<file path="src/rtl/timer.sv">
// Completion timer for the dynamic ripple-carry adder: counts cycles after the
// operand launch strobe and raises R once the carry chain has settled.
module timer #(
    parameter int HALF_CYCLES    = 4,
    parameter int THREE_Q_CYCLES = 6,
    parameter int FULL_CYCLES    = 8,
    parameter int CNT_W          = 4
) (
    input  logic       clk,
    input  logic       rst_n,
    input  logic [3:0] middle_p,
    input  logic       F,
    output logic       R
);

    localparam logic [CNT_W-1:0] LIM_HALF  = CNT_W'(HALF_CYCLES);
    localparam logic [CNT_W-1:0] LIM_THREE = CNT_W'(THREE_Q_CYCLES);
    localparam logic [CNT_W-1:0] LIM_FULL  = CNT_W'(FULL_CYCLES);

    logic [CNT_W-1:0] count_reg, count_next;
    logic [CNT_W-1:0] limit_reg, limit_next;
    logic             armed_reg, armed_next;
    logic             done_reg, done_next;
    logic [CNT_W-1:0] limit_sel;
    logic [CNT_W:0]   count_inc;

    // Longest possible carry chain is bounded by how far the middle
    // propagate run extends.
    always_comb begin
        limit_sel = LIM_HALF;
        if (middle_p == 4'b1111) begin
            limit_sel = LIM_FULL;
        end else if (middle_p[2:1] == 2'b11) begin
            limit_sel = LIM_THREE;
        end
    end

    // One extra bit so the compare cannot be fooled by wrap-around.
    assign count_inc = {1'b0, count_reg} + {{CNT_W{1'b0}}, 1'b1};

    always_comb begin
        count_next = count_reg;
        limit_next = limit_reg;
        armed_next = armed_reg;
        done_next  = done_reg;
        if (F) begin
            count_next = '0;
            limit_next = limit_sel;
            armed_next = 1'b1;
            done_next  = 1'b0;
        end else if (armed_reg && !done_reg) begin
            count_next = count_inc[CNT_W-1:0];
            if (count_inc >= {1'b0, limit_reg}) begin
                done_next = 1'b1;
            end
        end
    end

    always_ff @(posedge clk or negedge rst_n) begin
        if (!rst_n) begin
            count_reg <= '0;
            limit_reg <= LIM_FULL;
            armed_reg <= 1'b0;
            done_reg  <= 1'b0;
        end else begin
            count_reg <= count_next;
            limit_reg <= limit_next;
            armed_reg <= armed_next;
            done_reg  <= done_next;
        end
    end

    // F drops R immediately so the output buffer closes before the new operands ripple.
    assign R = done_reg & ~F;

endmodule

</file>
<file path="config.mk">
export PLATFORM = sky130hd
export DESIGN_NAME = timer
export DESIGN_NICKNAME = d
export VERILOG_FILES = /design/src/rtl/timer.sv
export SDC_FILE = /design/constraint.sdc
export NUM_CORES = 1
export LEC_CHECK = 0
export BUFFER_PORTS_ARGS = -buffer_cell sky130_fd_sc_hd__buf_2
export CORE_MARGIN = 5
export CORE_UTILIZATION = 23
export DETAILED_ROUTE_END_ITERATION = 10
export HOLD_SLACK_MARGIN = 0.08
export PLACE_DENSITY = 0.46
export RECOVER_POWER = 50
export SLEW_MARGIN = 20
export SYNTH_ARGS = -nofsm -noshare
export SYNTH_HDL_FRONTEND = slang
export SYNTH_SLANG_ARGS = --single-unit
</file>
<file path="constraint.sdc">
create_clock -name clk -period 3.7 [get_ports clk]
set_clock_uncertainty 0.15 [all_clocks]
set_input_delay 0 -clock clk [delete_from_list [all_inputs] [get_ports clk]]
set_output_delay 0 -clock clk [all_outputs]
set_load 0.005 [all_outputs]
</file>
Word-level counts from Yosys, hierarchy flattened
Index checks and enable logic that the tools add are counted.
- flip-flop bits (word level): 10
- latch bits: 0
- bits in writable memories: 0
- memory bits (read-only): 0
- input port bits: 7
- output and inout port bits: 1
- logic and storage cells: 22
- memories kept: 0
- add/sub/neg operators: 1
- multiply operators: 0
- div/mod/pow operators: 0
- order comparisons: 1
- equality and inequality tests: 2
- shifts and indexed selects: 0
- multiplexer cells: 7
- bitwise gates (word level): 2
- reductions and logical operators: 5
- operators with widths (operator ; number):
    4-bit two-way mux ; 3
    4-bit by 1-bit adder with 5-bit output, second input constant ; 1
    5-bit by 4-bit >= comparator with 1-bit output ; 1
    4-bit == test, second input constant ; 1
    2-bit nonzero test ; 2
    1-bit two-way mux ; 3
    2-bit == test, second input constant ; 1
    2-bit two-way mux ; 1
    2-bit AND reduction ; 1
    1-bit bitwise AND ; 1
    1-bit logical AND ; 1
    1-bit zero test ; 1
    1-bit inverter ; 1

Logic depth before layout (Yosys ltp)
- depth after elaboration: 5
- gate-level depth with buffers: 6
- depth with buffers taken out: 6

Worst setup path after synthesis
No wires, ideal clock.
- path kind: register to register
- start: reg count_reg[0]
- end: reg done_reg
- library setup time: 120 ps
- arrival time: 1478 ps
- required time: 3430 ps
- path slack: 1951 ps
- stages on the path, launching flop included: 7
- buffers on the path: 0
- period minus slack after synthesis: 1749 ps
- path through: dfrtp_1 > ha_1 > inv_1 > ha_1 > a21boi_0 > o211ai_1 > a31o_2
- word-level cells in the longest chain between the ends: 4
- ends and longest elaborated chain (element ; RTL line ; source):
    start, declared ; 20 ; logic [CNT_W-1:0] count_reg, count_next;
    start signal, assigned ; 66 ; count_reg <= count_next;
    4-bit by 1-bit adder with 5-bit output ; 39 ; assign count_inc = {1'b0, count_reg} + {{CNT_W{1'b0}}, 1'b1};
    5-bit by 4-bit >= comparator with 1-bit output ; 53 ; if (count_inc >= {1'b0, limit_reg}) begin
    2-bit nonzero test (no line) ; -- ;
    2-bit AND reduction (no line) ; -- ;
    end signal, assigned ; 69 ; done_reg <= done_next;
    end, declared ; 23 ; logic done_reg, done_next;
Every way passes these cells.
A chain may end at the register's enable or synchronous reset.

==> key figures <==
Worst setup path
  • WP data required: 3.75 ns
  • Worst path slowest cell: dlygate4sd3_1
  • Number of buffers and inverters on the critical path: 4
  • Max incr delay on CP: between 0.5 and 0.6 ns
  • Worst path most repeated cell: dlygate4sd3_1
  • Top delay family on crit path: buffers and inverters
  • Setup CP Type: primary input to flop
  • Crit. End Element: flop
  • CP arrival: approximately 2.2 ns
  • Startpoint types: primary input
  • Worst-path maximum fanout: 10
  • Crit path cell chain: dlygate4sd3_1, clkbuf_1, nand4_1, dlygate4sd3_1, o21ai_0, dlygate4sd3_1

Finish
  • Multi-input logic area: 234 sq um
  • Max reg flops: 4
  • Layout cells sized above 1: 16.4%
  • NumNets Final: 79
  • Fillers: 207
  • Sequential cell area: approximately 230 sq um
  • Area Growth Syn to Fin: 35.7%
  • # diodes: 0
  • Final Util: 33.3%
  • Design Area, Final: 661 sq um

Routing
  • DRT iter0 DRCs: 3
  • Drt wl/cell: about 10 um
  • Routed WL: 968 um
  • Pre-Repair DR Iteration Count: 3
  • Total number of vias: 386
  • Routed wl met3: 41 um
  • Antenna-violating nets left: 0
  • Wire length on met2: 463 um
  • Wl on met1: 425 um
  • Via density: approximately 4
  • Top sig layer: met4
  • DRC Markers: 0

CTS
  • CTS tree: done
  • Clk_lat worst skew: 0.26 ns
  • Clock Tree Buf Depth: 2
  • Clock sinks: 9
  • H-tree depth: 1
  • Total CTS buffers: 3
  • Clk root buf: clkbuf_4
  • Reg clk slew, reported paths: 0.07 ns

Outcome
  • Outcome: finished, final reports clean

Pwr
  • Pwr dens: between 400 and 500 mW/mm^2
  • Peak VDD IR: 0.000166 V
  • Total power: 0.000318 W
  • P_leak: 0.299 nW

Floorplan
  • Initial Util: between 20% and 30%
  • Chip Width: 56 um
  • Die height: about 56 um
  • Core Box Area: 0.00198 sq mm
  • Row cnt: 16
  • IO Pins: 8
  • DIE AREA: 0.00314 sq mm

Placed design
  • IO buf count: 7
  • Final HPWL DP: 677 um
  • Post-DP Area: about 550 sq um
  • GP Congestion: 0.642

Synth
  • Avg Inst Size Synth: 10.1 sq um
  • Syn nets: 59
  • Ys Warns: 0
  • Netlist cell types: 23
  • Cells after Synth: 48
  • Register area share after synthesis: 46.5%
  • Yosys reg bits: 9
  • Syn Std Cell Area: between 400 and 500 sq um

Timing
  • RSZ-0062 raised after global routing: false
  • Slew Limit Fails: 0
  • Max Fclk: 0.470 GHz
  • Minimum clock period: 2.13 ns
  • # setup viols final: 0
  • Fin. Hold Viols: 0
  • Final setup TNS: 0 ns
  • Worst Tran Pin Value: between 0.4 and 0.5 ns
  • Tcrit/Tclk final: 57.5%
  • Max transition margin: roughly 73%

Global route
  • Largest net degree at the start of global routing: 11
  • First-pass GRT wire length: 1750 um
  • Remaining Overflow, GRT: 0
  • Initial antenna violation count: 0
  • Vias in the first global route: 421
  • Tot GR Track Use: 7.57%

Run
  • Max-cap viol count: 0

Min path
  • Worst Hold Class: flop to flop
==> area by class of cell <==
class                           count  area share [%]
Inverter                            5            2.84
Sequential cell                     9            34.3
Timing Repair Buffer               16            18.4
Clock buffer                        4            3.98
Multi-Input combinational cell     33            35.4
Tap cell                           27            5.11
==> metrics by stage <==
step                worst slack (ns)  hold WS [ns]  std cells
floorplan                       1.95        -0.446         48
global placement                1.85        -0.280         81
detailed placement              1.86        -0.287         81
CTS                             1.75         0.358         94
global route                    1.40         0.382         94
finish                          1.57         0.357         94
==> final timing paths <==
path,start,to,slack [ns],cells after the start
hold reg to reg,limit_reg[3],limit_reg[3],0.36,2
hold / removal,limit_reg[3],limit_reg[3],0.36,2
max in group asynchronous,rst_n,count_reg[1],1.97,4
min in group asynchronous,rst_n,limit_reg[3],0.60,3
setup / recovery,F,limit_reg[1],1.57,6
setup reg to reg,count_reg[0],done_reg,1.86,6
==> power breakdown <==
group	internal [W]	total, W	leakage [nW]	switching (W)
registers	0.000118	0.000138	0.108	0.0000196
logic	0.0000532	0.000102	0.176	0.0000486
clock network	0.0000416	0.0000779	0.0150	0.0000363
total	0.000213	0.000318	0.299	0.000104
==> logic make-up after synthesis <==
kind of cell | share of synthesized area, %
adders and majority gates | 10.3
buffers and inverters | 5.40
muxes | 2.06
xor gates and xnor gates | 7.20
and+or+nand+nor | 17.0
DFF | 46.5
AOI/OAI and AO/OA | 11.6
==> cells in the mapped netlist <==
cell	count	share of area (%)
a21boi_0	2	3.1
a21oi_1	2	2.1
a31o_2	1	1.8
buf_4	1	1.5
dfrtp_1	8	41
dfstp_2	1	5.4
ha_1	4	10
inv_1	5	3.9
mux2i_1	1	2.1
nand2_1	3	2.3
nand2b_1	1	1.3
nand3_1	1	1.0
nand3_2	1	2.1
nand3b_1	1	1.5
nand4_1	1	1.3
nor2_1	3	2.3
nor2b_1	1	1.3
o211ai_1	1	1.5
o21ai_0	3	3.1
or2_2	1	1.3
or3_1	2	2.6
xnor2_1	1	1.8
xor2_1	3	5.4
==> worst min-delay path: cells and delay by family (launching register included) <==
| family | cells | cell delay, ns |
|---|---|---|
| buf+inv | 1 | 0.06 |
| compound gates | 1 | 0.08 |
| flops | 1 | 0.36 |
==> routing by layer <==
layer,track usage [%],vias to the layer above
met5,0,-
met4,8.81,0
met3,2.78,4
met2,11.0,8
met1,7.65,176
li1,-,198
==> repair_timing <==
item | CTS | global route
hold endpoints to repair | 18 | 0
hold buffers | 9 | 0
buffers inserted | 0 | 0
gates resized for setup | 0 | 0
setup endpoints to repair | 0 | 0
==> layout by cell type (no fill, tap or decap) <==
master | Yosys | routed
nand3_1 | 1 | 1
nand3_2 | 1 | 1
a21oi_1 | 2 | 2
a21boi_0 | 2 | 2
xnor2_1 | 1 | 1
inv_1 | 5 | 5
xor2_1 | 3 | 3
clkbuf_4 | 0 | 3
nand2b_1 | 1 | 1
dlygate4sd3_1 | 0 | 9
o21ai_0 | 3 | 3
nand2_1 | 3 | 3
nand4_1 | 1 | 1
or2_2 | 1 | 1
o211ai_1 | 1 | 1
dfstp_2 | 1 | 1
clkbuf_1 | 0 | 4
nor2_1 | 3 | 3
nor2b_1 | 1 | 1
dfrtp_1 | 8 | 8
mux2i_1 | 1 | 1
nand3b_1 | 1 | 1
ha_1 | 4 | 4
or3_1 | 2 | 2
buf_2 | 0 | 4
a31o_2 | 1 | 1
(Power assumes the default switching activity.)
